## src/rtl/sda_rx.sv

```systemverilog
// Two-wire bus receiver: synchronises SCL/SDA, flags START/STOP, deserialises MSB-first words and captures the ACK slot.
// Latency: pulses appear 3 clk edges after a pad change; no backpressure, pulses are fire-and-forget.
module sda_rx #(
    parameter int DATA_WIDTH = 8
) (
    input  logic                  clk,
    input  logic                  n_rst,
    input  logic                  scl_in,
    input  logic                  sda_in,
    output logic [DATA_WIDTH-1:0] rx_data,
    output logic                  byte_received,
    output logic                  rx_ack,
    output logic                  ack_valid,
    output logic                  start_found,
    output logic                  stop_found,
    output logic                  busy
);

    localparam int CNT_W = $clog2(DATA_WIDTH + 1);
    localparam logic [CNT_W-1:0] LAST_BIT = CNT_W'(DATA_WIDTH - 1);

    localparam logic [1:0] ST_IDLE = 2'd0;
    localparam logic [1:0] ST_RECV = 2'd1;
    localparam logic [1:0] ST_ACK  = 2'd2;

    // Synchroniser chain: m = metastable stage, s = synchronised, p = previous s.
    logic scl_m_q, scl_s_q, scl_p_q;
    logic sda_m_q, sda_s_q, sda_p_q;
    logic scl_m_d, scl_s_d, scl_p_d;
    logic sda_m_d, sda_s_d, sda_p_d;

    logic [1:0]            state_q, state_d;
    logic [CNT_W-1:0]      bit_cnt_q, bit_cnt_d;
    // Only DATA_WIDTH-1 bits are kept: the oldest bit would be shifted out
    // before the word completes, so it is never observable.
    logic [DATA_WIDTH-2:0] shift_q, shift_d;
    logic [DATA_WIDTH-1:0] shift_word;
    logic [DATA_WIDTH-1:0] rx_data_q, rx_data_d;
    logic                  rx_ack_q, rx_ack_d;
    logic                  byte_received_q, byte_received_d;
    logic                  ack_valid_q, ack_valid_d;
    logic                  start_found_q, start_found_d;
    logic                  stop_found_q, stop_found_d;

    logic scl_rise;
    logic start_cond;
    logic stop_cond;

    always_comb begin
        scl_m_d = scl_in;
        scl_s_d = scl_m_q;
        scl_p_d = scl_s_q;
        sda_m_d = sda_in;
        sda_s_d = sda_m_q;
        sda_p_d = sda_s_q;
    end

    assign scl_rise   = !scl_p_q && scl_s_q;
    assign start_cond = scl_p_q && scl_s_q && sda_p_q && !sda_s_q;
    assign stop_cond  = scl_p_q && scl_s_q && !sda_p_q && sda_s_q;

    assign shift_word = {shift_q, sda_s_q};

    always_comb begin
        state_d         = state_q;
        bit_cnt_d       = bit_cnt_q;
        shift_d         = shift_q;
        rx_data_d       = rx_data_q;
        rx_ack_d        = rx_ack_q;
        byte_received_d = 1'b0;
        ack_valid_d     = 1'b0;
        start_found_d   = 1'b0;
        stop_found_d    = 1'b0;

        if (stop_cond) begin
            state_d      = ST_IDLE;
            bit_cnt_d    = '0;
            stop_found_d = 1'b1;
        end else if (start_cond) begin
            // Covers both a fresh START and a repeated START mid-transfer.
            state_d       = ST_RECV;
            bit_cnt_d     = '0;
            shift_d       = '0;
            start_found_d = 1'b1;
        end else begin
            case (state_q)
                ST_IDLE: begin
                    state_d = ST_IDLE;
                end
                ST_RECV: begin
                    if (scl_rise) begin
                        shift_d = shift_word[DATA_WIDTH-2:0];
                        if (bit_cnt_q == LAST_BIT) begin
                            rx_data_d       = shift_word;
                            byte_received_d = 1'b1;
                            bit_cnt_d       = '0;
                            state_d         = ST_ACK;
                        end else begin
                            bit_cnt_d = bit_cnt_q + CNT_W'(1);
                        end
                    end
                end
                ST_ACK: begin
                    if (scl_rise) begin
                        rx_ack_d    = sda_s_q;
                        ack_valid_d = 1'b1;
                        state_d     = ST_RECV;
                    end
                end
                default: begin
                    state_d   = ST_IDLE;
                    bit_cnt_d = '0;
                end
            endcase
        end
    end

    always_ff @(posedge clk or negedge n_rst) begin
        if (!n_rst) begin
            scl_m_q <= 1'b1;
            scl_s_q <= 1'b1;
            scl_p_q <= 1'b1;
            sda_m_q <= 1'b1;
            sda_s_q <= 1'b1;
            sda_p_q <= 1'b1;
        end else begin
            scl_m_q <= scl_m_d;
            scl_s_q <= scl_s_d;
            scl_p_q <= scl_p_d;
            sda_m_q <= sda_m_d;
            sda_s_q <= sda_s_d;
            sda_p_q <= sda_p_d;
        end
    end

    always_ff @(posedge clk or negedge n_rst) begin
        if (!n_rst) begin
            state_q         <= ST_IDLE;
            bit_cnt_q       <= '0;
            shift_q         <= '0;
            rx_data_q       <= '0;
            rx_ack_q        <= 1'b1;
            byte_received_q <= 1'b0;
            ack_valid_q     <= 1'b0;
            start_found_q   <= 1'b0;
            stop_found_q    <= 1'b0;
        end else begin
            state_q         <= state_d;
            bit_cnt_q       <= bit_cnt_d;
            shift_q         <= shift_d;
            rx_data_q       <= rx_data_d;
            rx_ack_q        <= rx_ack_d;
            byte_received_q <= byte_received_d;
            ack_valid_q     <= ack_valid_d;
            start_found_q   <= start_found_d;
            stop_found_q    <= stop_found_d;
        end
    end

    assign rx_data       = rx_data_q;
    assign rx_ack        = rx_ack_q;
    assign byte_received = byte_received_q;
    assign ack_valid     = ack_valid_q;
    assign start_found   = start_found_q;
    assign stop_found    = stop_found_q;
    assign busy          = (state_q != ST_IDLE);

endmodule
```

## config.mk

```make
export PLATFORM = sky130hd
export DESIGN_NAME = sda_rx
export DESIGN_NICKNAME = d
export VERILOG_FILES = /design/src/rtl/sda_rx.sv
export SDC_FILE = /design/constraint.sdc
export NUM_CORES = 1
export LEC_CHECK = 0
export CAP_MARGIN = 20
export CORE_MARGIN = 2
export CORE_UTILIZATION = 55
export DETAILED_ROUTE_END_ITERATION = 6
export GPL_ROUTABILITY_DRIVEN = 0
export HOLD_SLACK_MARGIN = 0.05
export PLACE_DENSITY = 0.8
export SLEW_MARGIN = 20
export SYNTH_ARGS = -nofsm -noshare
export SYNTH_HDL_FRONTEND = slang
export SYNTH_SLANG_ARGS = --single-unit
export TNS_END_PERCENT = 30
```

## constraint.sdc

```tcl
create_clock -name clk -period 3.6 [get_ports clk]
set_input_delay 0.9 -clock clk [delete_from_list [all_inputs] [get_ports clk]]
set_output_delay 0.9 -clock clk [all_outputs]
set_load 0.02 [all_outputs]
```

==> metrics.txt <==
outcome=finished, final reports clean; syn_area_per_cell=14.1 sq um; ranking of synthesized cells by area=dfrtp_1 (46%), dfstp_2 (14%), mux2_4 (8.8%); Rows=18; Routed WL per cell=14.1 um; RSZ-0062 raised after global routing=no; Clk pwr share=0.242; # setup viols final=0; # Post-CTS Setup Buffers=0; Max-slew headroom=0.713; antenna viol nets, final=0; post-synthesis mux area share=0.105; critical setup path kind=reg2out; worst-path cell chain=or2_2 -> clkdlybuf4s50_1; Primary FF master, synth=dfrtp_1; vias in the first global route=733; largest net degree at the start of global routing=33; CTS root buffer=clkbuf_4; Synth warnings=0; Die Width=about 54 um; TritonCTS clock tree=built; core area=2410 sq um; Tmin final=between 2 and 3 ns; IO Port Bufs=17; share of layout cells above drive strength 1=0.308; DRC=0; Async SR Flop Fraction=1.00; Inserted Clock Buffers=5; placed cell area=between 1500 and 2000 sq um; Clock Skew=between 0.005 and 0.006 ns; Yosys top cell area share=0.461; initial DRC count=13; final WL=roughly 2.1 mm; final hold viol count=0; Post-DP HPWL=1.43 mm; PostCTS Resize Cnt=0; Seq pwr share=0.559; Max Cap Viol=0; Power Internal=~610 uW; CTS Buffer Depth=2; EDFF count, synth=0; Top Ports=18; max frequency=just under 400 MHz; crit path max-delay cell type=clkdlybuf4s50_1; hold_ws=0.352 ns; leakage=about 0.7 nW; mapped cell area=around 1400 sq um; drt first pass iters=4; Req. time, crit path=2.70 ns; clock latency on the worst-skew pair=roughly 0.31 ns; area leader, netlist=dfrtp_1; library cells used by synthesis=35; final instance area=1580 sq um; global route total overflow=0; Syn Inst Count=between 90 and 100; Max VDD drop=about 500 uV; # hold bufs at CTS=0; Overall Power=between 800 and 900 uW; die area=2880 sq um; initial antenna violation count=0; Max Slew Vio Count=0; setup_tns=0 ns; Post-Synth Adder-Cell Area=0.00922; crit start category=flip-flop; PwrDens=between 500 and 600 nW/um^2; Final #Nets=121; complex-gate fraction of the synthesized area=0.0866; Sw Share=0.283; Worst Hold Class=reg2reg; H-tree depth=2; Final Cycle Share=0.703; Post-Synth Simple-Gate Area=0.149; #FFs+latches synth=32; CP arrival=roughly 1.6 ns; CP Capture Type=primary output; Antenna diodes=0; Worst-path clk slew=around 0.090 ns; aggregate global-route resource usage=0.175; Seq/Total Area, Yosys=0.596; CP Max Fanout=9; Synth Area in XOR/XNOR=0.0129; switching power=around 240 uW; largest family of logic cells by synthesized area=simple AND/OR/NAND/NOR gates; Vias=~800; delay-heaviest family, CP=buffers and inverters; CTS Sinks=32; Least-Margin Pin Slew=~0.43 ns; Area Growth Syn to Fin=16.4%; die height=approximately 54 um; Mapped Nets=101; Worst path max stage delay=0.53 ns; DR vias/cell=5.52; Initial Utilization=0.563; global-route wire length before repair=between 3 and 4 mm; crit path buf inv count=1; Gate power share=0.200
## worst register-to-register path, delay by kind of cell, from the launching register on
kind / cells / cell delay, ns
simple gates: 2 / 0.91
mux: 1 / 0.34
flops: 1 / 0.62
## cell families (layout without fill, tap and decap cells)
kind of cell	Yosys count	after routing
xor gates and xnor gates	2	2
DFF	32	32
buffers and inverters	6	27
adders and majority gates	1	1
and+or+nand+nor	30	30
AOI/OAI and AO/OA	15	15
muxes	10	10
## cells in the final DEF, fill, tap and decap left out, types with 2 or more instances in the layout
cell type	Yosys	layout
nand3_1	4	4
dfstp_2	7	7
mux2_2	2	2
o21ai_0	2	2
mux2_4	8	8
clkdlybuf4s50_1	0	17
or2_2	2	2
a31oi_1	2	2
nand2_1	4	4
dfrtp_1	25	25
nor3b_1	4	4
clkbuf_1	0	2
a21oi_1	2	2
clkbuf_4	0	5
nand2b_1	2	2
a22o_2	6	6
nand3b_1	2	2
nor2_1	3	3
## layer usage
metal	up-vias	share of wire	wire, um	global-route usage
met5	-	0	0	0
met4	0	0.0063	13	0.0641
met3	2	0.037	76	0.0667
met2	16	0.49	1020	0.258
met1	406	0.47	966	0.234
li1	388	-	-	-
## synthesized netlist by cell type (3+ instances only)
master,instances
dfrtp_1,25
nor3b_1,4
mux2_4,8
nor2_1,3
nand2_1,4
dfstp_2,7
a22o_2,6
nand3_1,4
## state kept, by name, indices dropped and copies added, names as in the netlist
| name | count |
|---|---|
| rx_data | 8 |
| shift_q | 7 |
| bit_cnt_q | 4 |
| state_q | 2 |
| ack_valid | 1 |
| byte_received | 1 |
| rx_ack | 1 |
| scl_m_q | 1 |
| scl_p_d | 1 |
| scl_p_q | 1 |
| sda_m_q | 1 |
| sda_p_d | 1 |
| sda_p_q | 1 |
| start_found | 1 |
| stop_found | 1 |
## final cells by class
cell class / count / area, sq um
fill: 177 / 830
sequential: 32 / 810
multi-input combinational: 58 / 493
timing repair buffer: 18 / 178
clock buffer: 8 / 58.8
tap: 30 / 37.5
inverter: 1 / 3.75
## stage by stage
| stage | instances | util | worst slack [ns] |
|---|---|---|---|
| 6_report | 147 | 0.656 | 1.07 |
| 5_1_grt | 147 | 0.656 | 0.984 |
| 4_1_cts | 147 | 0.656 | 1.06 |
| 3_5_place_dp | 139 | 0.631 | 1.41 |
| 3_3_place_gp | 139 | 0.631 | 1.43 |
| 2_1_floorplan | 96 | - | 1.87 |
## power by group through the flow
stage / registers, mW / logic (mW) / clock network (mW)
finish: 0.477 / 0.171 / 0.207
global placement: 0.479 / 0.169 / 0
global route: 0.488 / 0.188 / 0.228
CTS: 0.477 / 0.173 / 0.212
detailed placement: 0.484 / 0.171 / 0
floorplan: 0.468 / 0.132 / 0
## path summary, 6_finish.rpt
kind	from	endpoint	slack, ns	depth (start not counted)
worst min register to register	scl_m_q	scl_p_d	0.35	0
worst max-delay path	state_q[1]	busy	1.07	2
worst min-delay path	scl_m_q	scl_p_d	0.35	0
max in group asynchronous	n_rst	sda_p_d	2.32	2
worst max register to register	scl_p_d	rx_data[0]	1.62	3
min in group asynchronous	n_rst	ack_valid	0.96	2
No activity file was read; power rests on OpenSTA's default activity.
